`config.mk`:
```
export PLATFORM = sky130hd
export DESIGN_NAME = pattern_matcher
export DESIGN_NICKNAME = d
export VERILOG_FILES = /design/src/rtl/pattern_matcher.sv
export SDC_FILE = /design/constraint.sdc
export NUM_CORES = 1
export LEC_CHECK = 0
export ABC_AREA = 1
export CORE_ASPECT_RATIO = 0.7
export CORE_UTILIZATION = 56
export DETAILED_ROUTE_END_ITERATION = 8
export PLACE_DENSITY = 0.92
export SLEW_MARGIN = 40
export SYNTH_ARGS = -nofsm -noshare
export SYNTH_HDL_FRONTEND = slang
export SYNTH_SLANG_ARGS = --single-unit
```
`constraint.sdc`:
```
create_clock -name clk -period 3.2 [get_ports clk]
set_input_delay 0.32 -clock clk [delete_from_list [all_inputs] [get_ports clk]]
set_output_delay 0.32 -clock clk [all_outputs]
set_load 0.05 [all_outputs]
```
`src/rtl/pattern_matcher.sv`:
```
// pattern_matcher: sliding-window symbol matcher with per-bit mask, n-of-run detection and saturating match count.
module pattern_matcher #(
    parameter int DATA_W = 8,
    parameter int PAT_LEN = 4,
    parameter logic [DATA_W*PAT_LEN-1:0] PATTERN = 32'hAABBCCDD,
    parameter int CNT_W = 8,
    parameter int OVERLAP = 1,
    parameter int STICKY = 0
) (
    input  logic                      clk,
    input  logic                      rst,
    input  logic                      clear,
    input  logic                      in_valid,
    input  logic [DATA_W-1:0]         in_data,
    input  logic [DATA_W*PAT_LEN-1:0] mask,
    input  logic [CNT_W-1:0]          n,
    output logic                      match_pulse,
    output logic                      pattern_detected,
    output logic [CNT_W-1:0]          match_count
);
    localparam int WIN_W = DATA_W*(PAT_LEN-1);
    localparam int FILL_W = $clog2(PAT_LEN);
    localparam int GAP_W = $clog2(PAT_LEN+1);
    localparam logic [FILL_W-1:0] FILL_MAX = FILL_W'(PAT_LEN-1);
    localparam logic [GAP_W-1:0] GAP_MAX = GAP_W'(PAT_LEN);
    logic [WIN_W-1:0] window_q, window_d;
    logic [FILL_W-1:0] fill_q, fill_d;
    logic [GAP_W-1:0] gap_q, gap_d, gap_inc;
    logic [CNT_W-1:0] run_q, run_d, match_count_q, match_count_d, thr;
    logic [CNT_W:0] run_next;
    logic match_pulse_q, match_pulse_d, detected_q, detected_d;
    logic [DATA_W*PAT_LEN-1:0] cand;
    logic hit, det_hit;
    always_comb begin
        cand = {window_q, in_data};
        hit = in_valid && (fill_q == FILL_MAX) && (((cand ^ PATTERN) & ~mask) == '0);
        thr = (n == '0) ? CNT_W'(1) : n;
        run_next = (CNT_W+1)'(run_q) + (CNT_W+1)'(1);
        // >= rather than == so a threshold lowered mid-run still fires on the next match
        det_hit = hit && (run_next >= (CNT_W+1)'(thr));
        gap_inc = (gap_q == GAP_MAX) ? gap_q : gap_q + GAP_W'(1);
        window_d = window_q;
        fill_d = fill_q;
        gap_d = gap_q;
        run_d = run_q;
        match_count_d = match_count_q;
        match_pulse_d = hit;
        detected_d = (STICKY != 0) ? (detected_q | det_hit) : det_hit;
        if (in_valid) begin
            window_d = cand[WIN_W-1:0];
            if (hit) begin
                fill_d = (OVERLAP != 0) ? fill_q : '0;
                gap_d = '0;
                run_d = det_hit ? '0 : run_next[CNT_W-1:0];
                match_count_d = (match_count_q == '1) ? match_count_q : match_count_q + CNT_W'(1);
            end else begin
                fill_d = (fill_q == FILL_MAX) ? fill_q : fill_q + FILL_W'(1);
                gap_d = gap_inc;
                run_d = (gap_inc == GAP_MAX) ? '0 : run_q;
            end
        end
        if (clear) begin
            window_d = '0;
            fill_d = '0;
            gap_d = '0;
            run_d = '0;
            match_count_d = '0;
            match_pulse_d = 1'b0;
            detected_d = 1'b0;
        end
    end
    always_ff @(posedge clk or posedge rst) begin
        if (rst) begin
            window_q <= '0;
            fill_q <= '0;
            gap_q <= '0;
            run_q <= '0;
            match_count_q <= '0;
            match_pulse_q <= 1'b0;
            detected_q <= 1'b0;
        end else begin
            window_q <= window_d;
            fill_q <= fill_d;
            gap_q <= gap_d;
            run_q <= run_d;
            match_count_q <= match_count_d;
            match_pulse_q <= match_pulse_d;
            detected_q <= detected_d;
        end
    end
    assign match_pulse = match_pulse_q;
    assign pattern_detected = detected_q;
    assign match_count = match_count_q;
endmodule
```
# After elaboration in Yosys (flattened, before gate mapping)
# Index checks and enable logic that the tools add are counted.
# op_classes
n_bitwise,3
n_eq_ne,7
reduce_logical,11
addsub,4
muxes,22
order_cmp,1
# op_table
op,n
$mux 8,10
$mux 24,2
$and 32x32->32,1
$logic_not 32->1,1
$not 32->32,1
$not 20->20,1
$mux 3,4
$add 8x1->9 const B,1
$ge 9x8->1,1
$add 8x1->8 const B,1
$eq 8x8->1 const B,1
$logic_not 8->1,1
$mux 2,4
$eq 3x3->1 const B,2
$ne 2x2->1 const B,3
$reduce_and 3->1,2
$reduce_bool 2->1,2
$add 3x1->3 const B,1
$logic_and 1x1->1,3
$reduce_bool 3->1,1
$add 2x1->2 const B,1
$eq 2x2->1 const B,1
$mux 1,2
$reduce_and 2->1,1
# word_totals
wordCells,55
regBits,47
out_inout_bits,10
inputBits,52

# Depth between registers and ports, before layout
# Gate-level depths: netlist of run 1.
# depth
depth_word,9
depth_mapped,15
ltp_nobuf,15

# Worst setup path after synthesis of run 1
# No wires, ideal clock.
# synth_timing
path_type,register -> register
startpoint,register run_q[0]
endpoint,register run_q[2]
slack_ns,1.228
n_path_buf,0
arrival_time_ns,1.907
t_required_ns,3.135
synth_period_minus_slack_ns,1.972
setup_ns,0.065
stages_incl_launch_ff,13
path_cell_list,dfrtp_1 -> ha_1 -> xor2_1 -> ha_1 -> nand2_1 -> inv_1 -> o21ai_0 -> nand3_1 -> nand2_1 -> nand2_1 -> a21oi_2 -> nand2_1 -> nand2_1
# synth_via
elab_chain_cells,7
# synth_lines
element,line_no,rtl
start: declaration,29,"logic [CNT_W-1:0] run_q, run_d, match_count_q, match_count_d, thr;"
start signal: assignment,85,run_q <= run_d;
$add 8x1->9 (*),38,run_next = (CNT_W+1)'(run_q) + (CNT_W+1)'(1);
$ge 9x8->1,40,det_hit = hit && (run_next >= (CNT_W+1)'(thr));
$logic_and 1x1->1,40,
$mux 8 (*),54,run_d = det_hit ? '0 : run_next[CNT_W-1:0];
$mux 8 (*),51,if (hit) begin
$mux 8 (*),49,if (in_valid) begin
$mux 8 (*),62,if (clear) begin
# Mark *: on every way between the ends. The rest lies on a longest branch, timed or not. The select of a mux whose other input is x is not followed.
# A chain may end at the register's enable or synchronous reset.

# Final worst setup path of run 1
# layout_timing
startpoint,register run_q[0]
endpoint,register run_q[0]
# Same word-level chain as after synthesis.

==> results of run 1 <==
==> metal layers <==
layer / up-vias / GRT usage / share of wire
li1: 1422 / - / -
met5: - / 0 / 0
met1: 1368 / 0.4060 / 0.43
met2: 151 / 0.4857 / 0.47
met4: 0 / 0.09722 / 0.015
met3: 16 / 0.06815 / 0.082
==> worst paths after layout <==
kind | from | end | slack (ps) | depth (start not counted)
worst min register to register | run_q[1] | run_q[1] | 520 | 2
max in group asynchronous | rst | run_q[0] | 2210 | 3
worst min-delay path | rst | pattern_detected | 350 | 2
worst max register to register | run_q[0] | run_q[0] | 790 | 12
worst max-delay path | run_q[0] | run_q[0] | 790 | 12
min in group clk | run_q[1] | run_q[1] | 520 | 2
==> power by group <==
group | internal (W) | leakage [nW] | switching, W
combinational | 0.000110 | 1.31 | 0.000138
sequential | 0.000616 | 0.643 | 0.0000179
clock | 0.000253 | 0.0612 | 0.000196
total | 0.000979 | 2.02 | 0.000351
==> cell type report <==
type                    count  area, sq um  share of cell area
clock buffers               6        82.58             0.02178
clock inverters             2        35.03            0.009241
inverters                  90        339.1             0.08944
multi-input cells         272         1439              0.3795
flip-flops and latches     47         1176              0.3102
well taps                  69        86.33             0.02277
repair buffers             64        633.1              0.1670
==> state kept, by name (all words and copies together), names as in the netlist <==
signal / count
fill_q: 2
gap_q: 3
match_count: 8
match_pulse: 1
pattern_detected: 1
run_q: 8
window_q: 24
==> cells in the mapped netlist <==
| cell | instances |
|---|---|
| a21oi_1 | 2 |
| a21oi_2 | 1 |
| a31o_2 | 1 |
| a31oi_1 | 1 |
| a41o_1 | 1 |
| buf_2 | 4 |
| clkbuf_1 | 3 |
| dfrtp_1 | 47 |
| ha_1 | 13 |
| inv_1 | 84 |
| inv_2 | 6 |
| mux2_2 | 1 |
| nand2_1 | 107 |
| nand2_2 | 5 |
| nand2_4 | 1 |
| nand3_1 | 32 |
| nand3_2 | 2 |
| nand3b_1 | 3 |
| nand4_1 | 3 |
| nand4_2 | 2 |
| nor2_1 | 41 |
| nor2_2 | 6 |
| nor3_2 | 2 |
| nor3_4 | 1 |
| nor3b_1 | 2 |
| nor4_1 | 1 |
| o211a_1 | 1 |
| o21ai_0 | 13 |
| o21ai_1 | 3 |
| o22ai_1 | 18 |
| xnor2_1 | 2 |
| xor2_1 | 7 |
==> cells by family after synthesis <==
kind of cell | Yosys count
adders and majority gates | 13
buffers and inverters | 97
DFF | 47
and+or+nand+nor | 208
muxes | 1
AOI/OAI and AO/OA | 41
xor gates and xnor gates | 9
==> through the flow <==
step / total power [W] / hold slack (ps) / setup WS (ps)
final: 0.001330 / 349.2 / 790.9
after global routing: 0.001392 / 386.5 / 511.3
after CTS: 0.001335 / 369.8 / 816.8
after detailed placement: 0.0008862 / 502.9 / 568.3
after global placement: 0.0008764 / 496.6 / 803.1
after floorplan: 0.0007747 / 441.0 / 1228
==> summary.md, run 1 <==
| Metric | Value |
|---|---|
| # fillers | `360` |
| Final core utilization | `0.7675` |
| Syn nets | `481` |
| Placement Rows | `21` |
| DP Cell Count | `542` |
| Final Hold Vio Count | `0` |
| Die ar. | `0.005629 sq mm` |
| Final ANT Viol Nets | `0` |
| Relative slew margins | `0.6483` |
| Area Overhead vs Synth | `27.04%` |
| Endpoint type of the worst setup path | `flop` |
| Post-synthesis register bit count | `47` |
| CTS tree | `built` |
| Initial antenna violation count | `0` |
| Die Ht | `63.08 microns` |
| CP max FO | `9` |
| Yosys top cell area share | `0.3941` |
| Layout Skew | `11.54 ps` |
| Non-filler cells in the finished layout | `550` |
| Pwr Density | `~350 mW/mm^2` |
| Maximum clock rate | `0.4151 GHz` |
| Starting density of the core | `0.6041` |
| Largest family of logic cells by synthesized area | `simple AND/OR/NAND/NOR gates` |
| Wirelength, routed | `~7700 microns` |
| Die width | `89.25 microns` |
| Clk buf depth | `2` |
| Max Cap Viol | `0` |
| Post-Synth Simple-Gate Area | `0.3149` |
| Leak | `~2 nW` |
| Clock transition at the registers of the reported paths | `90 ps` |
| Unique masters post-synth | `32` |
| Avg Cell Area, Syn | `7.173 sq um` |
| Hold WC Path Type | `input port to async pin` |
| Post-cts sizing count | `0` |
| Iteration count of the initial detailed-routing pass | `5` |
| HPWL Detailed | `5832 microns` |
| Worst-path cell chain | `ha_1 > xor2_1 > ha_1 > nand2_1 > inv_1 > o21ai_0 > nand3_1 > nand2_1 > nand2_1 > a21oi_2 > nand2_1 > nand2_1` |
| Worst path max stage delay | `440 ps` |
| Family with the most delay on the worst path | `compound AO/OA/AOI/OAI gates` |
| Vias | `2957` |
| Layout cells sized above 1 | `0.08316` |
| Num ports | `62` |
| Global-route wire length before repair | `13180 microns` |
| H-tree level count | `2` |
| Post-CTS Repair Setup Buffers | `0` |
| Clock sinks | `47` |
| Core area | `0.004940 sq mm` |
| Period minus WS final | `2409 ps` |
| Vias in the first global route | `roughly 2.9k` |
| Vias/cell | `5.376` |
| Residual DRC | `0` |
| Gr ovfl total | `0` |
| Largest net degree at the start of global routing | `32` |
| WP data required | `3430 ps` |
| Placed cell areas | `0.003674 sq mm` |
| Most common cell on crit path | `nand2_1` |
| Final Cell Area | `0.003791 sq mm` |
| Commonest non-fill, non-tap cell in the layout | `nand2_1` |
| Mux cell area share after synthesis | `0.003774` |
| Period utilization | `0.7528` |
| Ant diodes | `0` |
| Ys Warns | `0` |
| Slowest CP cell | `dfrtp_1` |
| RD Place Congestion | `between 0.9 and 1` |
| Routed len/inst | `~14 microns` |
| Total track usage | `0.3034` |
| Commonest non-fill, non-tap cells in the layout | `nand2_1 (107), inv_1 (83), clkdlybuf4s50_1 (61)` |
| Post-Synth Adder-Cell Area | `0.05451` |
| Cts hold-fix bufs | `0` |
| Maximum VDD drop | `between 0.2 and 0.3 mV` |
| Gate Count Post-Synth | `416` |
| Arrival time worst endpoint | `2640 ps` |
| Fraction of the mapped netlist area in compound gates | `0.08260` |
| Port Buffers | `61` |
| Initial DRC Count | `246` |
| Area leader, netlist | `dfrtp_1` |
| Post-Synthesis Cell Area | `roughly 0.0030 sq mm` |
| Main area contributors after synthesis | `dfrtp_1 (39%), nand2_1 (13%), inv_1 (11%), ha_1 (5.5%), nand3_1 (5.4%)` |
| RSZ-0062 raised after global routing | `no` |
| Worst Path Buf+Inv | `1` |
| Final count of pins violating max slew | `0` |
| Crit start category | `flop` |
| Final setup TNS | `0 ps` |
| Status | `finished, final reports clean` |
| Synth Area in XOR/XNOR | `0.02642` |
| Sequential area share after synthesis | `0.3941` |
| Critical setup path kind | `flop to flop` |
| Worst slew pin tran | `527.0 ps` |
| Clk Latency, worst-skew pair | `300 ps` |
| CTS Buf Count | `5` |
| Final net count | `545` |
| Root Buffer Master | `clkbuf_8` |
| Final setup fails | `0` |
(Power assumes the default switching activity.)
==> run 2: changes to the inputs <==
--- a/config.mk
+++ b/config.mk
@@ -7,9 +7,9 @@
 export LEC_CHECK = 0
 export ABC_AREA = 1
 export CORE_ASPECT_RATIO = 0.7
-export CORE_UTILIZATION = 56
+export CORE_UTILIZATION = 52
 export DETAILED_ROUTE_END_ITERATION = 8
-export PLACE_DENSITY = 0.92
+export PLACE_DENSITY = 0.87
 export SLEW_MARGIN = 40
 export SYNTH_ARGS = -nofsm -noshare
 export SYNTH_HDL_FRONTEND = slang
==> constraint.sdc (replaced) <==
create_clock -name clk -period 2.49 [get_ports clk]
set_input_delay 0.249 -clock clk [delete_from_list [all_inputs] [get_ports clk]]
set_output_delay 0.249 -clock clk [all_outputs]
set_load 0.05 [all_outputs]
==> run 2 against run 1 <==
Net effect:
- register-to-register slack worse by 500 ps
- clock power grew 24%
- die area increased by 7.5%
- critical path type unchanged
- critical endpoint is now run_q[4]
==> summary.md, run 2 (synthesis results as in run 1) <==
| Metric | Value |
|---|---|
| Port Buffers | `61` |
| Arrival time worst endpoint | `between 2000 and 2500 ps` |
| Final setup fails | `0` |
| Clk buf depth | `2` |
| Critical setup path kind | `flop to flop` |
| Final count of pins violating max slew | `0` |
| Global-route wire length before repair | `about 12000 microns` |
| Post-layout total power | `0.001687 W` |
| Die width | `around 93 microns` |
| Final net count | `546` |
| Area Overhead vs Synth | `27.46%` |
| RD Place Congestion | `0.9120` |
| Endpoint type of the worst setup path | `flop` |
| Leak | `2.016 nW` |
| Worst Path Buf+Inv | `1` |
| Final Hold Vio Count | `0` |
| HPWL Detailed | `5583 microns` |
| Post-Route M1 WL | `3239 microns` |
| Top routing layer in use | `met4` |
| Wirelength, routed | `between 7000 and 8000 microns` |
| Residual DRC | `0` |
| Worst-path cell chain | `ha_1 > xor2_1 > ha_1 > nand2_1 > inv_1 > o21ai_0 > nand3_1 > nand2_1 > nand2_1 > a21oi_4 > nand2_1 > nand2_1` |
| Pwr Density | `443.4 mW/mm^2` |
| Initial antenna violation count | `0` |
| Clock transition at the registers of the reported paths | `~90 ps` |
| Layout cells sized above 1 | `0.08299` |
| Starting density of the core | `0.5531` |
| CTS tree | `built` |
| Hold WC Path Type | `input port to async pin` |
| Initial DRC Count | `157` |
| Commonest non-fill, non-tap cells in the layout | `nand2_1 (107), inv_1 (83), clkdlybuf4s50_1 (61)` |
| CP max FO | `9` |
| Vias/cell | `5.211` |
| Iteration count of the initial detailed-routing pass | `5` |
| Status | `finished, final reports clean` |
| Maximum clock rate | `approximately 0.45 GHz` |
| Core area | `roughly 0.0054 sq mm` |
| Die Ht | `between 60 and 70 microns` |
| Ant diodes | `0` |
| Die ar. | `approximately 0.0061 sq mm` |
| Clock sinks | `between 40 and 50` |
| RSZ-0062 raised after global routing | `no` |
| H-tree level count | `2` |
| Worst slew pin tran | `593.5 ps` |
| Period utilization | `0.8851` |
| Vias | `2887` |
| Commonest non-fill, non-tap cell in the layout | `nand2_1` |
| Relative slew margins | `0.6043` |
| Crit start category | `flop` |
| Maximum VDD drop | `0.3298 mV` |
| DR WL met3 | `560 microns` |
| Wire length on met2 | `3293 microns` |
| Final ANT Viol Nets | `0` |
| Layout Skew | `roughly 7.3 ps` |
| Most common cell on crit path | `nand2_1` |
| Max Cap Viol | `0` |
| CTS Buf Count | `5` |
| Root Buffer Master | `clkbuf_8` |
| Final setup TNS | `0 ps` |
| Clk Latency, worst-skew pair | `300 ps` |
| Gr ovfl total | `0` |
| Routed len/inst | `around 13 microns` |
| Num ports | `62` |
| WP data required | `about 2700 ps` |
| Slowest CP cell | `dfrtp_1` |
| Total track usage | `0.2611` |
| Biggest register | `window_q` |
| Max reg flops | `24` |
| Period minus WS final | `about 2200 ps` |
| Placement Rows | `22` |
| Worst path max stage delay | `between 400 and 500 ps` |
| Largest net degree at the start of global routing | `48` |
| Vias in the first global route | `2773` |
| Post-CTS Repair Setup Buffers | `0` |
| Family with the most delay on the worst path | `adder cells` |
==> run 2: worst register-to-register path, cell delays in order (launching register included) <==
cell	delay (ps)
dfrtp_1	430
ha_1	250
xor2_1	190
ha_1	320
nand2_1	80
inv_1	30
o21ai_0	180
nand3_1	90
nand2_1	70
nand2_1	80
a21oi_4	260
nand2_1	100
nand2_1	60
==> run 2: where the power goes <==
group | switching (W) | internal [W]
Sequential | 0.0000215 | 0.000791
Combinational | 0.000172 | 0.000143
Clock | 0.000260 | 0.000299
==> run 2: path summary, 6_finish.rpt <==
check	start	end	slack, ps	cells past startpoint
hold reg to reg	window_q[18]	window_q[18]	520	2
max in group asynchronous	rst	run_q[3]	1680	3
hold / removal	rst	match_pulse	400	3
setup / recovery	run_q[0]	run_q[4]	290	12
setup reg to reg	run_q[0]	run_q[4]	290	12
min in group clk	window_q[18]	window_q[18]	520	2
==> run 2: layout make-up <==
| type | count | area [sq um] |
|---|---|---|
| multi-input combinational | 272 | 1446 |
| fill | 432 | 1592 |
| tap | 72 | 90.09 |
| clock buffer | 5 | 68.82 |
| clock inverter | 3 | 43.79 |
| inverter | 90 | 337.8 |
| timing repair buffer | 65 | 640.6 |
| sequential | 47 | 1176 |
==> run 2: metrics by stage <==
step           setup slack [ps]  hold WS (ps)  utilization  instance area (sq um)  instances
2_1_floorplan             518.0         370.0            -                   2984        416
3_3_place_gp              204.7         496.5       0.6827                   3684        546
3_5_place_dp              50.41         503.4       0.6827                   3684        546
4_1_cts                   178.5         424.3       0.7036                   3796        554
5_1_grt                   104.9         442.1       0.7050                   3804        554
6_report                  286.0         402.8       0.7050                   3804        554
==> run 2: what timing repair did <==
action                                  in CTS  in global routing
resized for setup                            0                  1
endpoints found under the setup margin       0                  6
hold buffers                                 0                  0
==> run 2: metal layers <==
layer	vias to the layer above	GRT usage
met2	124	0.4380
li1	1426	-
met5	-	0
met1	1331	0.3551
met3	6	0.05671
met4	0	0.04102
==> run 3: changes to the inputs <==
--- a/config.mk
+++ b/config.mk
@@ -7,9 +7,9 @@
 export LEC_CHECK = 0
 export ABC_AREA = 1
 export CORE_ASPECT_RATIO = 0.7
-export CORE_UTILIZATION = 52
+export CORE_UTILIZATION = 30
 export DETAILED_ROUTE_END_ITERATION = 8
-export PLACE_DENSITY = 0.87
+export PLACE_DENSITY = 0.58
 export SLEW_MARGIN = 40
 export SYNTH_ARGS = -nofsm -noshare
 export SYNTH_HDL_FRONTEND = slang
==> run 3 against run 2 <==
Net effect:
- fmax grew 3.0%
- worst setup slack gained 64 ps
- sequential power is essentially flat
- critical path depth grew 1
- critical path type unchanged
- critical endpoint is now run_q[7]
==> summary.md, run 3 (synthesis results as in run 1) <==
| Metric | Value |
|---|---|
| Placement Rows | `30` |
| CTS tree | `built` |
| Final ANT Viol Nets | `0` |
| Worst Path Buf+Inv | `2` |
| Layout cells sized above 1 | `0.09072` |
| Routed len/inst | `12.77 microns` |
| Period utilization | `0.8594` |
| Worst path max stage delay | `440 ps` |
| Starting density of the core | `0.3081` |
| Relative slew margins | `0.6635` |
| Area Overhead vs Synth | `33.04%` |
| Biggest register | `window_q` |
| Vias | `2778` |
| Clk Latency, worst-skew pair | `between 200 and 300 ps` |
| Clock transition at the registers of the reported paths | `70 ps` |
| Die ar. | `0.01036 sq mm` |
| Commonest non-fill, non-tap cell in the layout | `nand2_1` |
| Endpoint type of the worst setup path | `flop` |
| Family with the most delay on the worst path | `adder cells` |
| Slowest CP cell | `dfrtp_1` |
| Root Buffer Master | `clkbuf_16` |
| Maximum VDD drop | `0.3411 mV` |
| Status | `finished, final reports clean` |
| Total track usage | `0.1618` |
| Die width | `121.2 microns` |
| Most common cell on crit path | `nand2_1` |
| Int Power | `between 0.0015 and 0.002 W` |
| Psw | `between 0.0004 and 0.0005 W` |
| Iteration count of the initial detailed-routing pass | `4` |
| Worst-path cell chain | `ha_1 > xor2_1 > ha_1 > nand2_1 > inv_1 > o21ai_0 > nand3_1 > nand2_1 > nand2_1 > a21oi_2 > buf_4 > nand2_1 > nand2_1` |
| Critical setup path kind | `flop to flop` |
| Max Cap Viol | `0` |
| R2R setup slack | `350 ps` |
| Worst slew pin tran | `503.2 ps` |
| Leak | `about 2.1 nW` |
| Ant diodes | `0` |
| Initial DRC Count | `approximately 160` |
| Maximum clock rate | `approximately 0.47 GHz` |
| CP max FO | `9` |
| Crit start category | `flop` |
| Wirelength, routed | `7830 microns` |
| Final net count | `549` |
| Pwr Density | `505.8 mW/mm^2` |
| Final core utilization | `0.4099` |
| Vias/cell | `4.532` |
| RD Place Congestion | `0.8403` |
| Residual DRC | `0` |
| Sw Share | `0.2470` |
| Max reg flops | `24` |
| Post-cts sizing count | `0` |
| Core area | `0.009684 sq mm` |
| Final setup fails | `0` |
| Port Buffers | `61` |
| CTS Buf Count | `5` |
| RSZ-0062 raised after global routing | `no` |
| Sequential power share | `0.405` |
| Clk buf depth | `2` |
| HPWL Detailed | `6047 microns` |
| Gr ovfl total | `0` |
| Initial antenna violation count | `0` |
| Post-CTS Repair Setup Buffers | `0` |
| Global-route wire length before repair | `12940 microns` |
| H-tree level count | `2` |
| Layout Skew | `~9 ps` |
| Vias in the first global route | `2720` |
| Die Ht | `85.45 microns` |
| Cts hold-fix bufs | `0` |
| Clock sinks | `47` |
| Num ports | `62` |
| Largest net degree at the start of global routing | `24` |
| Arrival time worst endpoint | `2380 ps` |
| WP data required | `2730 ps` |
| Final count of pins violating max slew | `0` |
| Final Hold Vio Count | `0` |
| Period minus WS final | `2140 ps` |
| Final setup TNS | `0 ps` |
| Commonest non-fill, non-tap cells in the layout | `nand2_1 (107), inv_1 (83), clkdlybuf4s50_1 (61)` |
| Hold WC Path Type | `input port to async pin` |
| Hold_ws | `between 200 and 300 ps` |
| Combinational share of power | `0.159` |
| Power share of the clock group | `0.436` |
run 3: path summary, 6_finish.rpt:
check | startpoint | endpoint | cells past startpoint
setup reg to reg | run_q[0] | run_q[7] | 13
hold reg to reg | window_q[20] | window_q[20] | 2
min in group clk | window_q[20] | window_q[20] | 2
hold / removal | rst | pattern_detected | 2
setup / recovery | run_q[0] | run_q[7] | 13
max in group asynchronous | rst | window_q[22] | 3
run 3: metrics by stage:
step           std cells  worst slack (ps)  instance area, sq um   power, W
6_report             613             350.1                  3970   0.002008
5_1_grt              613             141.0                  3970   0.002101
4_1_cts              613             349.0                  3970   0.002021
3_5_place_dp         605             208.8                  3777   0.001147
3_3_place_gp         605             299.5                  3776   0.001141
2_1_floorplan        416             518.0                  2984  0.0009956
run 3: layout make-up:
type,instances,area (sq um)
Fill cell,980,5714
Multi-Input combinational cell,272,1439
Sequential cell,47,1176
Timing Repair Buffer,68,663.1
Inverter,90,339.1
Tap cell,128,160.2
Clock buffer,5,125.1
Clock inverter,3,67.56
run 3: worst register-to-register path: stages, from the launching register on:
cell and delay (ps):
dfrtp_1 440, ha_1 270, xor2_1 190, ha_1 310
nand2_1 70, inv_1 40, o21ai_0 160, nand3_1 90
nand2_1 70, nand2_1 50, a21oi_2 110, buf_4 170
nand2_1 70, nand2_1 50
run 3: layer usage:
layer | vias up | share of wire | GRT usage
met4 | 0 | 0.0075 | 0.03704
li1 | 1434 | - | -
met3 | 7 | 0.065 | 0.03965
met2 | 72 | 0.41 | 0.2369
met1 | 1265 | 0.52 | 0.2377
met5 | - | 0 | 0
run 3: power by group through the flow:
stage	logic, W	clock network, W	registers [W]
CTS	0.000322	0.000886	0.000813
floorplan	0.000153	0	0.000842
finish	0.000320	0.000875	0.000813
detailed placement	0.000320	0	0.000827
global placement	0.000315	0	0.000826
global route	0.000357	0.000927	0.000817
